--- src/rtl/font_port_arbiter_if.sv ---
// Bus bundle between the console pipeline, the host port and the font RAM.
// The master modport is the arbiter's view and the slave modport is the environment's view.
interface font_port_arbiter_if #(
    parameter int ADDR_WIDTH = 11,
    parameter int DATA_WIDTH = 8,
    parameter int LINE_BITS  = 4
);
    logic                            vid_req;
    logic [ADDR_WIDTH-LINE_BITS-1:0] vid_char;
    logic [LINE_BITS-1:0]            vid_line;
    logic                            vid_valid;
    logic [DATA_WIDTH-1:0]           vid_data;
    logic                            vid_drop;
    logic [7:0]                      drop_cnt;

    logic                            host_req;
    logic                            host_we;
    logic [ADDR_WIDTH-1:0]           host_addr;
    logic [DATA_WIDTH-1:0]           host_wdata;
    logic                            host_ack;
    logic [DATA_WIDTH-1:0]           host_rdata;

    logic [ADDR_WIDTH-1:0]           rom_addr;
    logic                            rom_we;
    logic [DATA_WIDTH-1:0]           rom_din;
    logic [DATA_WIDTH-1:0]           rom_dout;

    modport master (
        input  vid_req, vid_char, vid_line,
        output vid_valid, vid_data, vid_drop, drop_cnt,
        input  host_req, host_we, host_addr, host_wdata,
        output host_ack, host_rdata,
        output rom_addr, rom_we, rom_din,
        input  rom_dout
    );

    modport slave (
        output vid_req, vid_char, vid_line,
        input  vid_valid, vid_data, vid_drop, drop_cnt,
        output host_req, host_we, host_addr, host_wdata,
        input  host_ack, host_rdata,
        input  rom_addr, rom_we, rom_din,
        output rom_dout
    );
endinterface

--- src/rtl/font_port_arbiter.sv ---
// Shares the single font RAM port between the video line fetch and the host req/ack port.
// States: IDLE = no host op in flight | BUSY = host op issued, waiting for its ack.
module font_port_arbiter #(
    parameter int ADDR_WIDTH   = 11,
    parameter int DATA_WIDTH   = 8,
    parameter int LINE_BITS    = 4,
    parameter int HOST_TIMEOUT = 64
) (
    input  logic                   clk_i,
    input  logic                   rstn_i,
    font_port_arbiter_if.master    bus_if
);
    localparam int WAIT_W = $clog2(HOST_TIMEOUT + 1);
    localparam logic [WAIT_W-1:0] WAIT_MAX = WAIT_W'(HOST_TIMEOUT);

    typedef enum logic {ST_IDLE, ST_BUSY} state_t;

    state_t                  state_q, state_d;
    logic [WAIT_W-1:0]       wait_q, wait_d;
    logic [ADDR_WIDTH-1:0]   addr_q, addr_d;
    logic                    we_q, we_d;
    logic [DATA_WIDTH-1:0]   din_q, din_d;
    logic [7:0]              drop_cnt_q, drop_cnt_d;
    logic                    tag_vld_q, tag_host_q;
    logic                    vid_valid_q, host_ack_q, drop_q;

    logic                            host_issue, vid_issue;
    logic [ADDR_WIDTH-LINE_BITS-1:0] vid_char;
    logic [LINE_BITS-1:0]            vid_line;

    assign vid_char = bus_if.vid_char;
    assign vid_line = bus_if.vid_line;

    always_comb begin
        host_issue = (state_q == ST_IDLE) && bus_if.host_req &&
                     (!bus_if.vid_req || (wait_q >= WAIT_MAX));
        vid_issue  = bus_if.vid_req && !host_issue;

        state_d    = state_q;
        wait_d     = wait_q;
        addr_d     = addr_q;
        we_d       = 1'b0;
        din_d      = din_q;
        drop_cnt_d = drop_cnt_q;

        case (state_q)
            ST_IDLE: if (host_issue) state_d = ST_BUSY;
            ST_BUSY: if (host_ack_q) state_d = ST_IDLE;
            default: state_d = ST_IDLE;
        endcase

        // Waiting only accrues while the host could have been granted.
        if (host_issue || !bus_if.host_req) begin
            wait_d = '0;
        end else if (state_q == ST_IDLE && wait_q < WAIT_MAX) begin
            wait_d = wait_q + 1'b1;
        end

        if (host_issue) begin
            addr_d = bus_if.host_addr;
            we_d   = bus_if.host_we;
            din_d  = bus_if.host_wdata;
        end else if (vid_issue) begin
            addr_d = {vid_char, vid_line};
        end

        if (host_issue && bus_if.vid_req && drop_cnt_q != 8'hFF) begin
            drop_cnt_d = drop_cnt_q + 8'd1;
        end
    end

    always_ff @(posedge clk_i or negedge rstn_i) begin
        if (!rstn_i) begin
            state_q     <= ST_IDLE;
            wait_q      <= '0;
            addr_q      <= '0;
            we_q        <= 1'b0;
            din_q       <= '0;
            drop_cnt_q  <= '0;
            tag_vld_q   <= 1'b0;
            tag_host_q  <= 1'b0;
            vid_valid_q <= 1'b0;
            host_ack_q  <= 1'b0;
            drop_q      <= 1'b0;
        end else begin
            state_q     <= state_d;
            wait_q      <= wait_d;
            addr_q      <= addr_d;
            we_q        <= we_d;
            din_q       <= din_d;
            drop_cnt_q  <= drop_cnt_d;
            // Tag follows the access through the RAM's one-cycle read register.
            tag_vld_q   <= host_issue || vid_issue;
            tag_host_q  <= host_issue;
            vid_valid_q <= tag_vld_q && !tag_host_q;
            host_ack_q  <= tag_vld_q && tag_host_q;
            drop_q      <= host_issue && bus_if.vid_req;
        end
    end

    assign bus_if.rom_addr   = addr_q;
    assign bus_if.rom_we     = we_q;
    assign bus_if.rom_din    = din_q;
    assign bus_if.vid_valid  = vid_valid_q;
    assign bus_if.vid_data   = bus_if.rom_dout;
    assign bus_if.vid_drop   = drop_q;
    assign bus_if.drop_cnt   = drop_cnt_q;
    assign bus_if.host_ack   = host_ack_q;
    assign bus_if.host_rdata = bus_if.rom_dout;
endmodule

--- src/flat_wrapper.sv ---
// flat-port wrapper written by rule: the top's interface ports become plain ports
module font_port_arbiter_flat 
#(
    parameter int ADDR_WIDTH   = 11,
    parameter int DATA_WIDTH   = 8,
    parameter int LINE_BITS    = 4,
    parameter int HOST_TIMEOUT = 64
)
  (clk_i, rstn_i, bus_if_vid_req, bus_if_vid_char, bus_if_vid_line, bus_if_vid_valid, bus_if_vid_data, bus_if_vid_drop, bus_if_drop_cnt, bus_if_host_req, bus_if_host_we, bus_if_host_addr, bus_if_host_wdata, bus_if_host_ack, bus_if_host_rdata, bus_if_rom_addr, bus_if_rom_we, bus_if_rom_din, bus_if_rom_dout);
  font_port_arbiter_if #(.ADDR_WIDTH(ADDR_WIDTH), .DATA_WIDTH(DATA_WIDTH), .LINE_BITS(LINE_BITS)) bus_if_i ();
  input  logic clk_i;
  input  logic rstn_i;
  input wire logic [$bits(bus_if_i.vid_req)-1:0] bus_if_vid_req;
  input wire logic [$bits(bus_if_i.vid_char)-1:0] bus_if_vid_char;
  input wire logic [$bits(bus_if_i.vid_line)-1:0] bus_if_vid_line;
  output wire logic [$bits(bus_if_i.vid_valid)-1:0] bus_if_vid_valid;
  output wire logic [$bits(bus_if_i.vid_data)-1:0] bus_if_vid_data;
  output wire logic [$bits(bus_if_i.vid_drop)-1:0] bus_if_vid_drop;
  output wire logic [$bits(bus_if_i.drop_cnt)-1:0] bus_if_drop_cnt;
  input wire logic [$bits(bus_if_i.host_req)-1:0] bus_if_host_req;
  input wire logic [$bits(bus_if_i.host_we)-1:0] bus_if_host_we;
  input wire logic [$bits(bus_if_i.host_addr)-1:0] bus_if_host_addr;
  input wire logic [$bits(bus_if_i.host_wdata)-1:0] bus_if_host_wdata;
  output wire logic [$bits(bus_if_i.host_ack)-1:0] bus_if_host_ack;
  output wire logic [$bits(bus_if_i.host_rdata)-1:0] bus_if_host_rdata;
  output wire logic [$bits(bus_if_i.rom_addr)-1:0] bus_if_rom_addr;
  output wire logic [$bits(bus_if_i.rom_we)-1:0] bus_if_rom_we;
  output wire logic [$bits(bus_if_i.rom_din)-1:0] bus_if_rom_din;
  input wire logic [$bits(bus_if_i.rom_dout)-1:0] bus_if_rom_dout;
  assign bus_if_i.vid_req = bus_if_vid_req;
  assign bus_if_i.vid_char = bus_if_vid_char;
  assign bus_if_i.vid_line = bus_if_vid_line;
  assign bus_if_vid_valid = bus_if_i.vid_valid;
  assign bus_if_vid_data = bus_if_i.vid_data;
  assign bus_if_vid_drop = bus_if_i.vid_drop;
  assign bus_if_drop_cnt = bus_if_i.drop_cnt;
  assign bus_if_i.host_req = bus_if_host_req;
  assign bus_if_i.host_we = bus_if_host_we;
  assign bus_if_i.host_addr = bus_if_host_addr;
  assign bus_if_i.host_wdata = bus_if_host_wdata;
  assign bus_if_host_ack = bus_if_i.host_ack;
  assign bus_if_host_rdata = bus_if_i.host_rdata;
  assign bus_if_rom_addr = bus_if_i.rom_addr;
  assign bus_if_rom_we = bus_if_i.rom_we;
  assign bus_if_rom_din = bus_if_i.rom_din;
  assign bus_if_i.rom_dout = bus_if_rom_dout;
  font_port_arbiter #(.ADDR_WIDTH(ADDR_WIDTH), .DATA_WIDTH(DATA_WIDTH), .LINE_BITS(LINE_BITS), .HOST_TIMEOUT(HOST_TIMEOUT)) u_core (.clk_i(clk_i), .rstn_i(rstn_i), .bus_if(bus_if_i));
endmodule
--- config.mk ---
export PLATFORM = sky130hd
export DESIGN_NAME = font_port_arbiter_flat
export DESIGN_NICKNAME = d
export VERILOG_FILES = /design/src/rtl/font_port_arbiter_if.sv /design/src/rtl/font_port_arbiter.sv /design/src/flat_wrapper.sv
export SDC_FILE = /design/constraint.sdc
export NUM_CORES = 1
export LEC_CHECK = 0
export BUFFER_PORTS_ARGS = -buffer_cell sky130_fd_sc_hd__buf_4
export CORE_ASPECT_RATIO = 1.5
export CORE_MARGIN = 2
export CORE_UTILIZATION = 50
export DETAILED_ROUTE_END_ITERATION = 8
export GPL_ROUTABILITY_DRIVEN = 1
export PLACE_DENSITY = 0.81
export SLEW_MARGIN = 40
export SYNTH_ARGS = -nofsm -noshare
export SYNTH_HDL_FRONTEND = slang
export SYNTH_SLANG_ARGS = --single-unit
--- constraint.sdc ---
create_clock -name clk_i -period 2.9 [get_ports clk_i]
set_input_delay 0.145 -clock clk_i [delete_from_list [all_inputs] [get_ports clk_i]]
set_output_delay 0.145 -clock clk_i [all_outputs]
set_load 0.02 [all_outputs]
# Yosys cells after proc, flatten, opt, wreduce, memory -nomap -nowiden
# Cells that the tools add are included.
# word_totals
regBits,41
input_bits,43
output_inout_bits,47
elab_cells,42
# classes
addsub,2
n_lt_le_gt_ge,2
eq_ne,1
n_mux,8
n_bitwise,1
n_reduce_logical,17
# ops
cell,count
$mux 11,2
$mux 7,2
$add 8x1->8 const B,1
$logic_and 1x1->1,8
$ne 8x8->1 const B,1
$add 7x1->7 const B,1
$ge 7x7->1 const B,1
$lt 7x7->1 const B,1
$logic_not 1->1,4
$reduce_bool 2->1,2
$logic_or 1x1->1,3
$mux 1,3
$pmux 1 s2,1
$not 1->1,1

# Longest topological paths before layout
# logic_depth
ltp_word,7
depth_mapped,5
mapped_depth_nobuf,4

# Worst setup path before layout
# OpenSTA, ideal clock, no wires.
# synth_path
path_type,register to register
from,"register u_core.drop_cnt_q[0], in the netlist u_core.bus_if.drop_cnt[0]"
to,"register u_core.drop_cnt_q[1], in the netlist u_core.bus_if.drop_cnt[1]"
setup_time_ns,0.125
arrival_ns,1.457
required_time_ns,2.775
path_slack_ns,1.319
stages_incl_launch_ff,5
n_path_buf,0
synth_period_minus_slack_ns,1.581
cell_sequence,dfrtp_1 -> ha_1 -> nand4_1 -> o21ai_1 -> mux2_2
# synth_via
elab_chain_cells,2
word_cells_on_any_way,3
classes_between,1 x add/sub; 1 x eq/ne; 1 x reduce/logical
# synth_lines
element,line_no,text
"start, declared",font_port_arbiter.sv:23,"logic [7:0] drop_cnt_q, drop_cnt_d;"
"start signal, assigned",font_port_arbiter.sv:91,drop_cnt_q <= drop_cnt_d;
"parallel branches: the longest is 2 deep, another holds $add 8x1->8",n/a,
# Parallel ways; which one is timed is not known.
# A chain may end at the register's enable or synchronous reset.

# Worst setup path after layout
# layout_path
from,register u_core.wait_q[6]
to,"register u_core.addr_q[2], in the netlist u_core.bus_if.rom_addr[2]"
# layout_via
elab_chain_cells,6
word_cells_on_any_way,7
classes_between,1 x order compare; 1 x mux; 5 x reduce/logical
# layout_lines
element,line_no,text
"start, declared",font_port_arbiter.sv:19,"logic [WAIT_W-1:0] wait_q, wait_d;"
"start signal, assigned",font_port_arbiter.sv:87,wait_q <= wait_d;
$ge 7x7->1 *,font_port_arbiter.sv:36,(!bus_if.vid_req || (wait_q >= WAIT_MAX));
$logic_or 1x1->1 *,font_port_arbiter.sv:36,
$logic_and 1x1->1 *,font_port_arbiter.sv:35,host_issue = (state_q == ST_IDLE) && bus_if.host_req &&
$logic_not 1->1,font_port_arbiter.sv:37,vid_issue = bus_if.vid_req && !host_issue;
$logic_and 1x1->1,font_port_arbiter.sv:37,
$reduce_bool 2->1 (no source line),n/a,
"end signal, assigned",font_port_arbiter.sv:88,addr_q <= addr_d;
"end, declared",font_port_arbiter.sv:20,"logic [ADDR_WIDTH-1:0] addr_q, addr_d;"
# Mark *: on every way between the ends. The rest lies on a longest branch, timed or not.

==> results.toml <==
[power]
power-per-cell-area_nw_per_um2 = 722
p_leak_nw = 1.18
finalPower_mw = 1.76
ir_worst_vdd_mv = 0.631

[cts]
cts_sinks = 41
cts_inserted_buffers = 5
htreeDepth = 2
clkTransAtPathRegs_ns = 0.08
clockBufferDepth = 2
worstSkewPairLatency_ns = 0.29
post_cts_buffers = 0
cts_resized = 0
cts_tree = "built"
cts_root_buffer = "clkbuf_8"

[worst_setup_path]
rrSetupSlack_ns = 0.95
required_ns = 3.07
arrival_ns = 2.12
critical_path_class = "reg2reg"
start_kind = "flip-flop"
critical-path-top-delay-family = "simple AND/OR/NAND/NOR gates"
critPathMaxStageDelay_ns = 0.44
reg2regPathDepth = 4
cp-end-kind = "flip-flop"
timing.rr.start = "u_core.wait_q[6]$_DFFE_PN0P_"
critPathMaxFanout = 14
cp_slowest_cell = "and2_1"
crit_chain = "nand2b_1 -> and2_1 -> buf_4 -> a221o_1"
path_buf_inv = 1
r2r-end = "u_core.bus_if.rom_addr[2]$_DFFE_PN0P_"

[cells_and_area]
fillers = 288
layout-drive-gt1-share = 0.389
syn_to_final_growth_pct = 26.8
ff_latch_area_sq_um = 1030
diodes = 0
layout.nets = 265
multiInputGateArea_sq_um = 723

[global_route]
grt_max_degree = 42
grt_pass1_wl_um = 6470
grt_overflow = 0
track_usage = 0.204
first_global_vias = 1427
antenna_found_initial = 0

[die]
num_rows = 27
die_y_um = 79.9
die-area_sq_um = 4370
die_x_um = 54.6
start_util = 0.522
core_area_sq_um = 3680
ioPinCount = 90

[detailed_routing]
drc_errors = 0
via_per_inst = 5.39
wire_per_inst_um = 15.2
dr.first_iter.drc_count = 28
first_pass_iters = 4
routed_wl_um = 4010
vias = 1423
ant_nets = 0

[synth]
synth.top_cell.area_share = 0.534
synth_seq_area_share = 0.534
synth-async-reset-ratio = 1.00
synth_seq_cells = 41
netlist.top_cell.by_area = "dfrtp_1"
ys.flop_type = "dfrtp_1"
postSynthCellCount = 170
syn_avg_cell_area_sq_um = 11.3
synth_edf_count = 0
synthTopCellsByArea = "dfrtp_1 53%, buf_4 6.3%, mux2_2 5.9%, a221o_1 5.7%, a21oi_1 3.6%"
syn_area_sq_um = 1920
yosysUniqueCellTypes = 34
ys.warnings.count = 0
synth_fp_nets = 215

[outcome]
status = "complete, no violations"

[place]
io_buffers = 65
hpwl_um = 2900
finalWeightedCongestion = 0.759

[sta]
skew_ns = 0.00578
final-setup-viol-count = 0
maxSlewHeadroom = 0.475
worst_pin_slew_ns = 0.785
rsz0062_at_grt = "no"
period_needed_ns = 1.95
slew_violations = 0
fmax_mhz = 514
finalCritPeriodShare = 0.671
hold_viol = 0
setup_tns_ns = 0

[hold_path]
worst_hold_path.endpoint = "u_core.bus_if.rom_addr[10]$_DFFE_PN0P_"
hold_path_depth = 2
hold_start = "bus_if_host_addr[10]"
hp-class = "in2reg"

[job]
max-cap-violations = 0
[cells in the final DEF, fill, tap and decap left out, drive strengths merged, types with 2 or more instances in the layout]
| master | instances |
|---|---|
| xnor2 | 5 |
| clkbuf | 7 |
| and3 | 3 |
| nor2b | 2 |
| and2 | 3 |
| o211ai | 2 |
| nand2 | 17 |
| or3 | 4 |
| o21ai | 5 |
| a21boi | 2 |
| nand3 | 2 |
| nor2 | 3 |
| nand3b | 2 |
| ha | 2 |
| buf | 66 |
| nand4 | 3 |
| a21oi | 14 |
| a221o | 11 |
| dfrtp | 41 |
| mux2 | 12 |
| nand2b | 2 |
| inv | 3 |
[report_power, final]
part	total, mW	internal (mW)	switching (mW)
Clock	0.466	0.281	0.186
Sequential	0.763	0.685	0.0786
Combinational	0.529	0.261	0.268
[cells in the mapped netlist (all sizes together), types with 2 or more instances]
| master | number |
|---|---|
| nand3b | 2 |
| mux2 | 12 |
| a21oi | 14 |
| nand2b | 2 |
| o21ai | 5 |
| nand4 | 3 |
| nand2 | 17 |
| and3 | 3 |
| dfrtp | 41 |
| clkbuf | 4 |
| and2 | 3 |
| buf | 20 |
| or3 | 4 |
| nor2b | 2 |
| nand3 | 2 |
| a221o | 11 |
| xnor2 | 5 |
| ha | 2 |
| a21boi | 2 |
| inv | 3 |
| o211ai | 2 |
| nor2 | 3 |
[registers in the layout, summed over array words and instances, names as in the netlist]
name and cells:
u_core.bus_if.vid_drop 1, u_core.state_q 1, u_core.bus_if.rom_addr 11, u_core.bus_if.drop_cnt 8, u_core.wait_q 7, u_core.tag_host_q 1
u_core.bus_if.host_ack 1, u_core.bus_if.vid_valid 1, u_core.tag_vld_q 1, u_core.bus_if.rom_we 1, u_core.bus_if.rom_din 8
[per-layer routing]
metal | part of all wire | up-vias | GRT usage
met5 | 0 | - | 0
met4 | 0.013 | 0 | 0.0650
met3 | 0.052 | 8 | 0.0449
met2 | 0.53 | 55 | 0.346
met1 | 0.41 | 672 | 0.247
li1 | - | 688 | -
[cell type report]
type | instances | share of cell area
Inverter | 3 | 0.00462
Multi-Input combinational cell | 102 | 0.297
Clock buffer | 7 | 0.0354
Timing Repair Buffer | 67 | 0.207
Tap cell | 43 | 0.0221
Sequential cell | 41 | 0.421
Clock inverter | 1 | 0.0123
[what timing repair did]
action,CTS,global route
hold buffers,1,0
endpoints found under the setup margin,0,0
hold endpoints to repair,41,0
[stage by stage]
step | hold slack, ns | util | worst slack, ns | area [sq um] | std cells
2_1_floorplan | -0.151 | - | 1.32 | 1920 | 170
3_3_place_gp | 0.150 | 0.627 | 1.04 | 2310 | 255
3_5_place_dp | 0.151 | 0.627 | 0.951 | 2310 | 255
4_1_cts | 0.0730 | 0.662 | 0.954 | 2440 | 264
5_1_grt | 0.0813 | 0.662 | 0.864 | 2440 | 264
6_report | 0.0806 | 0.662 | 0.954 | 2440 | 264
[cells by family after synthesis]
logic type | synth area share
simple gates | 0.134
flops | 0.534
compound gates | 0.136
buf+inv | 0.0898
mux | 0.0703
xor+xnor | 0.0228
fa+ha+maj | 0.0130
[worst max path at each step]
stage | endpoint | cells after the start | from
floorplan | u_core.bus_if.drop_cnt[1]$_DFFE_PN0P_ | 4 | u_core.bus_if.drop_cnt[0]$_DFFE_PN0P_
global placement | u_core.bus_if.rom_addr[7]$_DFFE_PN0P_ | 4 | u_core.wait_q[6]$_DFFE_PN0P_
detailed placement | u_core.bus_if.rom_addr[2]$_DFFE_PN0P_ | 4 | u_core.wait_q[6]$_DFFE_PN0P_
CTS | u_core.bus_if.rom_addr[0]$_DFFE_PN0P_ | 4 | u_core.wait_q[6]$_DFFE_PN0P_
global route | u_core.bus_if.rom_addr[7]$_DFFE_PN0P_ | 4 | u_core.wait_q[6]$_DFFE_PN0P_
finish | u_core.bus_if.rom_addr[2]$_DFFE_PN0P_ | 4 | u_core.wait_q[6]$_DFFE_PN0P_
No activity file was read; power rests on OpenSTA's default activity.
